`src/rtl/pay_accum.sv`:
```
// Payment stage for the vending controller: prices the selected item, accumulates
// coins, and issues the vend strobe with change, or a full refund on cancel or timeout.
module pay_accum #(
  parameter int unsigned P_LOW       = 3,
  parameter int unsigned P_MID       = 5,
  parameter int unsigned P_HIGH      = 8,
  parameter int unsigned MAX_PAID    = 100,
  parameter int unsigned TIMEOUT_CYC = 1000
) (
  input  logic       clk,
  input  logic       rstn,
  input  logic [4:0] area_flag,
  input  logic [3:0] goods_index,
  input  logic       coin_valid,
  input  logic [1:0] coin_value,
  output logic       enough_flag,
  output logic [7:0] price,
  output logic [7:0] paid,
  output logic       coin_reject,
  output logic       dispense,
  output logic [3:0] dispense_index,
  output logic       change_valid,
  output logic [7:0] change
);

  localparam int unsigned     CNT_W       = (TIMEOUT_CYC > 1) ? $clog2(TIMEOUT_CYC) : 1;
  localparam logic [CNT_W-1:0] CNT_LAST   = CNT_W'(TIMEOUT_CYC - 1);
  localparam logic [8:0]      MAX_SUM     = 9'(MAX_PAID);
  localparam logic [4:0]      KEY_NONE    = 5'd0;
  localparam logic [4:0]      KEY_CONFIRM = 5'd17;
  localparam logic [4:0]      KEY_CANCEL  = 5'd18;

  typedef enum logic [1:0] {
    COLLECT = 2'd0,
    DONE    = 2'd1,
    REFUND  = 2'd2
  } state_t;

  state_t           state_q;
  logic [7:0]       paid_q;
  logic [7:0]       change_q;
  logic [3:0]       dispense_index_q;
  logic             coin_reject_q;
  logic             dispense_q;
  logic             change_valid_q;
  logic [CNT_W-1:0] idle_cnt_q;

  logic [7:0] coin_units;
  logic [8:0] coin_sum;
  logic       coin_ok;
  logic [7:0] paid_in;
  logic       confirm_hit;
  logic       cancel_hit;
  logic       idle_hit;
  logic       timeout_hit;

  function automatic logic [7:0] coin_decode(input logic [1:0] code);
    logic [7:0] units;
    case (code)
      2'b00:   units = 8'd1;
      2'b01:   units = 8'd5;
      2'b10:   units = 8'd10;
      2'b11:   units = 8'd20;
      default: units = 8'd0;
    endcase
    return units;
  endfunction

  // Price decode from the current selection.
  always_comb begin
    price = 8'd0;
    if (goods_index == 4'd0) begin
      price = 8'd0;
    end else if (goods_index <= 4'd4) begin
      price = 8'(P_LOW);
    end else if (goods_index <= 4'd8) begin
      price = 8'(P_MID);
    end else if (goods_index <= 4'd12) begin
      price = 8'(P_HIGH);
    end else begin
      price = 8'd0;
    end
  end

  // paid_in is the accumulator including a coin accepted this cycle; enough_flag uses registered paid only.
  always_comb begin
    coin_units  = coin_decode(coin_value);
    coin_sum    = {1'b0, paid_q} + {1'b0, coin_units};
    coin_ok     = coin_valid && (coin_sum <= MAX_SUM);
    paid_in     = coin_ok ? coin_sum[7:0] : paid_q;
    enough_flag = (goods_index != 4'd0) && (paid_q >= price);
    confirm_hit = (area_flag == KEY_CONFIRM) && enough_flag;
    cancel_hit  = (area_flag == KEY_CANCEL) && (paid_in != 8'd0);
    idle_hit    = (paid_q != 8'd0) && !coin_valid && (area_flag == KEY_NONE);
    timeout_hit = idle_hit && (idle_cnt_q == CNT_LAST);
  end

  // Collect / vend / refund sequencing with registered strobes.
  always_ff @(posedge clk or negedge rstn) begin
    if (!rstn) begin
      state_q          <= COLLECT;
      paid_q           <= 8'd0;
      change_q         <= 8'd0;
      dispense_index_q <= 4'd0;
      coin_reject_q    <= 1'b0;
      dispense_q       <= 1'b0;
      change_valid_q   <= 1'b0;
      idle_cnt_q       <= '0;
    end else begin
      coin_reject_q  <= coin_valid && !coin_ok;
      dispense_q     <= 1'b0;
      change_valid_q <= 1'b0;
      case (state_q)
        COLLECT: begin
          if (confirm_hit) begin
            state_q          <= DONE;
            dispense_q       <= 1'b1;
            change_valid_q   <= 1'b1;
            dispense_index_q <= goods_index;
            change_q         <= paid_in - price;
            paid_q           <= 8'd0;
            idle_cnt_q       <= '0;
          end else if (cancel_hit) begin
            state_q        <= REFUND;
            change_valid_q <= 1'b1;
            change_q       <= paid_in;
            paid_q         <= 8'd0;
            idle_cnt_q     <= '0;
          end else if (timeout_hit) begin
            state_q        <= REFUND;
            change_valid_q <= 1'b1;
            change_q       <= paid_q;
            paid_q         <= 8'd0;
            idle_cnt_q     <= '0;
          end else begin
            paid_q     <= paid_in;
            idle_cnt_q <= idle_hit ? (idle_cnt_q + CNT_W'(1)) : '0;
          end
        end
        // Strobe cycle: keys are ignored, coins accumulate from zero.
        DONE, REFUND: begin
          state_q    <= COLLECT;
          paid_q     <= paid_in;
          idle_cnt_q <= '0;
        end
        default: begin
          state_q    <= COLLECT;
          paid_q     <= 8'd0;
          idle_cnt_q <= '0;
        end
      endcase
    end
  end

  assign paid           = paid_q;
  assign change         = change_q;
  assign dispense_index = dispense_index_q;
  assign coin_reject    = coin_reject_q;
  assign dispense       = dispense_q;
  assign change_valid   = change_valid_q;

endmodule

```
`config.mk`:
```
export PLATFORM = sky130hd
export DESIGN_NAME = pay_accum
export DESIGN_NICKNAME = d
export VERILOG_FILES = /design/src/rtl/pay_accum.sv
export SDC_FILE = /design/constraint.sdc
export NUM_CORES = 1
export LEC_CHECK = 0
export BUFFER_PORTS_ARGS = -buffer_cell sky130_fd_sc_hd__buf_2
export CORE_ASPECT_RATIO = 0.7
export CORE_UTILIZATION = 50
export CTS_BUF_LIST = sky130_fd_sc_hd__clkbuf_2 sky130_fd_sc_hd__clkbuf_4 sky130_fd_sc_hd__clkbuf_8
export DETAILED_ROUTE_END_ITERATION = 16
export PLACE_DENSITY = 0.72
export SKIP_CTS_REPAIR_TIMING = 1
export SLEW_MARGIN = 20
export SYNTH_ARGS = -nofsm -noshare
export SYNTH_HDL_FRONTEND = slang
export SYNTH_SLANG_ARGS = --single-unit
```
`constraint.sdc`:
```
create_clock -name clk -period 5.5 [get_ports clk]
set_input_delay 0.825 -clock clk [delete_from_list [all_inputs] [get_ports clk]]
set_output_delay 0.825 -clock clk [all_outputs]
set_load 0.01 [all_outputs]
```
==> reports/qor.csv <==
stage,metric,value,unit
run_status,status,"complete, no violations",
clock_network,total CTS buffers,5,
floorplanning,# IOs,46,
synthesis,Syn. warnings,0,
synthesis,Yosys top cell by area,dfrtp_1,
timing,"Setup violations, final",0,
synthesis,post-synth top area share,30.5,%
flow_run,maxcap violations,0,
clock_network,root buffer cell,clkbuf_8,
setup_path,CP Launch Type,primary input,
power,P_leak,1.48,nW
clock_network,TritonCTS clock tree,yes,
setup_path,WP data required,5.66,ns
setup_path,critical path type,in2reg,
grt,first-pass GRT wire length,12000,microns
power,clock share of power,16.4,%
clock_network,"CTS clk-pin slew, worst paths",0.08,ns
clock_network,H-tree levels,2,
timing,RSZ-0062 raised after global routing,false,
power,Comb pwr share,56.4,%
setup_path,R2R depth,15,
timing,Max Freq,211,MHz
final_layout,diodes inserted,0,
setup_path,FF-to-FF Start,paid[1],
placement,HPWL after detailed placement,5480,microns
power,PD cells,478,mW/mm^2
placement,routability cong.,0.921,
synthesis,main area contributors after synthesis,"dfrtp_1 30%, ha_1 6.5%, nor2_1 4.6%, xnor2_1 4.6%, inv_1 3.5%",
synthesis,synth unique cells,70,
clock_network,Max Root-Sink Buffers,2,
floorplanning,# rows,22,
grt,met2 Use GR,38.2,%
timing,Final Cycle Share,86.2,%
drt,final wirelength,7260,microns
final_layout,nets,404,
setup_path,CP Data Arrival Time,4.91,ns
drt,drc violations,0,
setup_path,CP Buf/Inv Count,3,
grt,met1 Usage GRT,37.8,%
floorplanning,Die ar.,0.00606,sq mm
final_layout,final cell count without fillers,447,
power,Switching Fraction,46.3,%
setup_path,reg2reg end,change[6],
power,P_sw,0.000710,W
synthesis,Post-Syn Area,0.00288,sq mm
setup_path,reg-to-reg setup timing slack,0.87,ns
drt,DRT antenna net count,0,
synthesis,register bit total from synthesis,35,
setup_path,Top Family by Delay on Critical Path,compound AO/OA/AOI/OAI gates,
synthesis,cells after synthesis,338,
power,Max IR drop VDD,0.295,mV
timing,final setup TNS,0,ns
synthesis,number of synthesized flops with an enable pin,0,
hold_path,Tightest Hold Check Type,reg2reg,
synthesis,Main synth FF type,dfrtp_1,
setup_path,Critical Path Source,coin_value[1],
timing,Slew HR,49.1,%
power,power share of the sequential group,27.2,%
clock_network,later-pin clock latency in the skew report,0.30,ns
clock_network,clock sinks,35,
drt,Pre-Repair DR Iteration Count,5,
setup_path,crit-path cells,buf_2 > inv_1 > ha_1 > inv_1 > fa_1 > nand2b_1 > a21o_2 > xnor2_2 > or3_1 > a311oi_2 > and2_1 > xnor2_1 > ha_1 > o311ai_0 > a41o_1 > nand3_1 > xor2_1 > o211ai_1,
grt,largest net degree at the start of global routing,36,
grt,most used routing layer,met2,
synthesis,"top cells by count, synth","35 x dfrtp_1, 35 x nor2_1, 27 x inv_1",
synthesis,Async SR Flop Fraction,100,%
drt,via/cell ratio,5.97,
grt,total gr overflow,0,
floorplanning,floorplan core area,0.00540,sq mm
drt,vias,2668,
timing,clk_skew,0.0108,ns
setup_path,CP Max Fanout,6,
setup_path,CP max-delay cell,a311oi_2,
final_layout,share of cells above drive strength 1,20.5,%
drt,1st-iter DRT viols,227,
timing,fin crit period,4.74,ns
placement,placed instance count,439,
synthesis,Synth Area per Inst,8.51,sq um
timing,Worst-Margin Slew,0.763,ns
setup_path,Levels on crit path,18,
power,Int Pwr,0.000824,W
floorplanning,initial core utilization,53.3,%
floorplanning,Die Wd,92.6,microns
timing,Slew Limit Fails,0,
final_layout,area grow syn2layout,11.6,%
synthesis,sequential element share of the synthesized area,30.5,%
placement,Port Buf Inserts,41,
grt,GRT Resource Usage Total,25.6,%
setup_path,CP max stage delay,0.48,ns
floorplanning,Die Height,65.4,microns
grt,antenna violations before repair,0,
timing,Fin. Hold Viols,0,
setup_path,Crit. End Element,flop,
drt,Avg WL per Cell,16.2,microns
setup_path,CP Capture Point,change[6],
grt,M3 GR Usage,5.21,%
grt,vias in the first global route,2366,
-- worst min-delay path by stage --
stage	cells after the start	to	startpoint	slack, ns
global route	1	idle_cnt_q[0]	idle_cnt_q[0]	0.50
floorplan	1	idle_cnt_q[0]	idle_cnt_q[0]	0.45
detailed placement	1	idle_cnt_q[0]	idle_cnt_q[0]	0.48
finish	1	idle_cnt_q[0]	idle_cnt_q[0]	0.49
global placement	1	idle_cnt_q[0]	idle_cnt_q[0]	0.48
CTS	1	idle_cnt_q[0]	idle_cnt_q[0]	0.49
-- sequential cells by signal, summed over array words and instances (netlist names) --
register        flops
dispense_index      4
idle_cnt_q         10
paid                8
coin_reject         1
change              8
change_valid        1
dispense            1
state_q             2
-- metal layers --
metal,routed length [microns],up-vias
li1,-,1287
met1,3580,1278
met2,3100,94
met3,498,9
met4,76,0
met5,0,-
-- per-stage QoR --
step	utilization, %	setup slack [ns]	area, sq um	total power, W	hold WS (ns)
after global routing	59.5	0.466	3210	0.00164	0.501
after floorplan	-	1.00	2890	0.00104	0.448
after global placement	57.2	0.591	3090	0.00126	0.477
after CTS	59.5	0.810	3210	0.00153	0.488
final	59.5	0.760	3210	0.00153	0.487
after detailed placement	57.2	0.536	3090	0.00127	0.477
-- cells by family after synthesis --
| group | count (synthesis) | share of synthesized area [%] |
|---|---|---|
| XOR/XNOR | 20 | 6.35 |
| multiplexers | 9 | 3.44 |
| flip-flops | 35 | 30.5 |
| AO/OA/AOI/OAI | 82 | 21.5 |
| other | 1 | 0.130 |
| adder cells (fa/ha/maj) | 16 | 7.22 |
| buffers and inverters | 46 | 7.75 |
| AND/OR/NAND/NOR | 129 | 23.2 |
-- final cells by class --
type,instances,area [sq um]
Inverter,28,105
Tap cell,72,90.1
Clock inverter,2,38.8
Timing Repair Buffer,44,228
Clock buffer,6,82.6
Multi-Input combinational cell,260,1790
Fill cell,490,2190
Sequential cell,35,876
-- power by group through the flow --
stage          Sequential (W)  Combinational (W)  Clock [W]
2_1_floorplan        0.000422           0.000619          0
3_3_place_gp         0.000418           0.000839          0
3_5_place_dp         0.000423           0.000844          0
4_1_cts              0.000417           0.000854   0.000254
5_1_grt              0.000430           0.000944   0.000264
6_report             0.000418           0.000865   0.000252
-- cells in the final DEF (no fill, tap or decap), types with 3 or more instances in the layout --
cell type	synthesis	final
and2_1	5	5
a211oi_1	4	4
dfrtp_1	35	35
o21ai_0	13	13
a21oi_1	17	17
buf_4	4	3
a31oi_1	4	4
mux2i_1	4	4
nand2b_1	4	4
xor2_1	4	4
nand2_1	24	24
o211ai_1	5	5
and3_1	4	4
xnor2_1	15	15
mux2_2	4	4
nand4_1	6	6
buf_2	4	41
nor2_1	35	35
or3_1	5	5
o21a_1	3	3
nand3_1	15	15
conb_1	1	4
clkbuf_8	0	6
nor2b_1	5	5
ha_1	15	15
a31o_2	3	3
nor3_1	10	10
inv_1	27	27
nor4_1	4	4
Note: power is estimated with default switching activity, not from simulation.
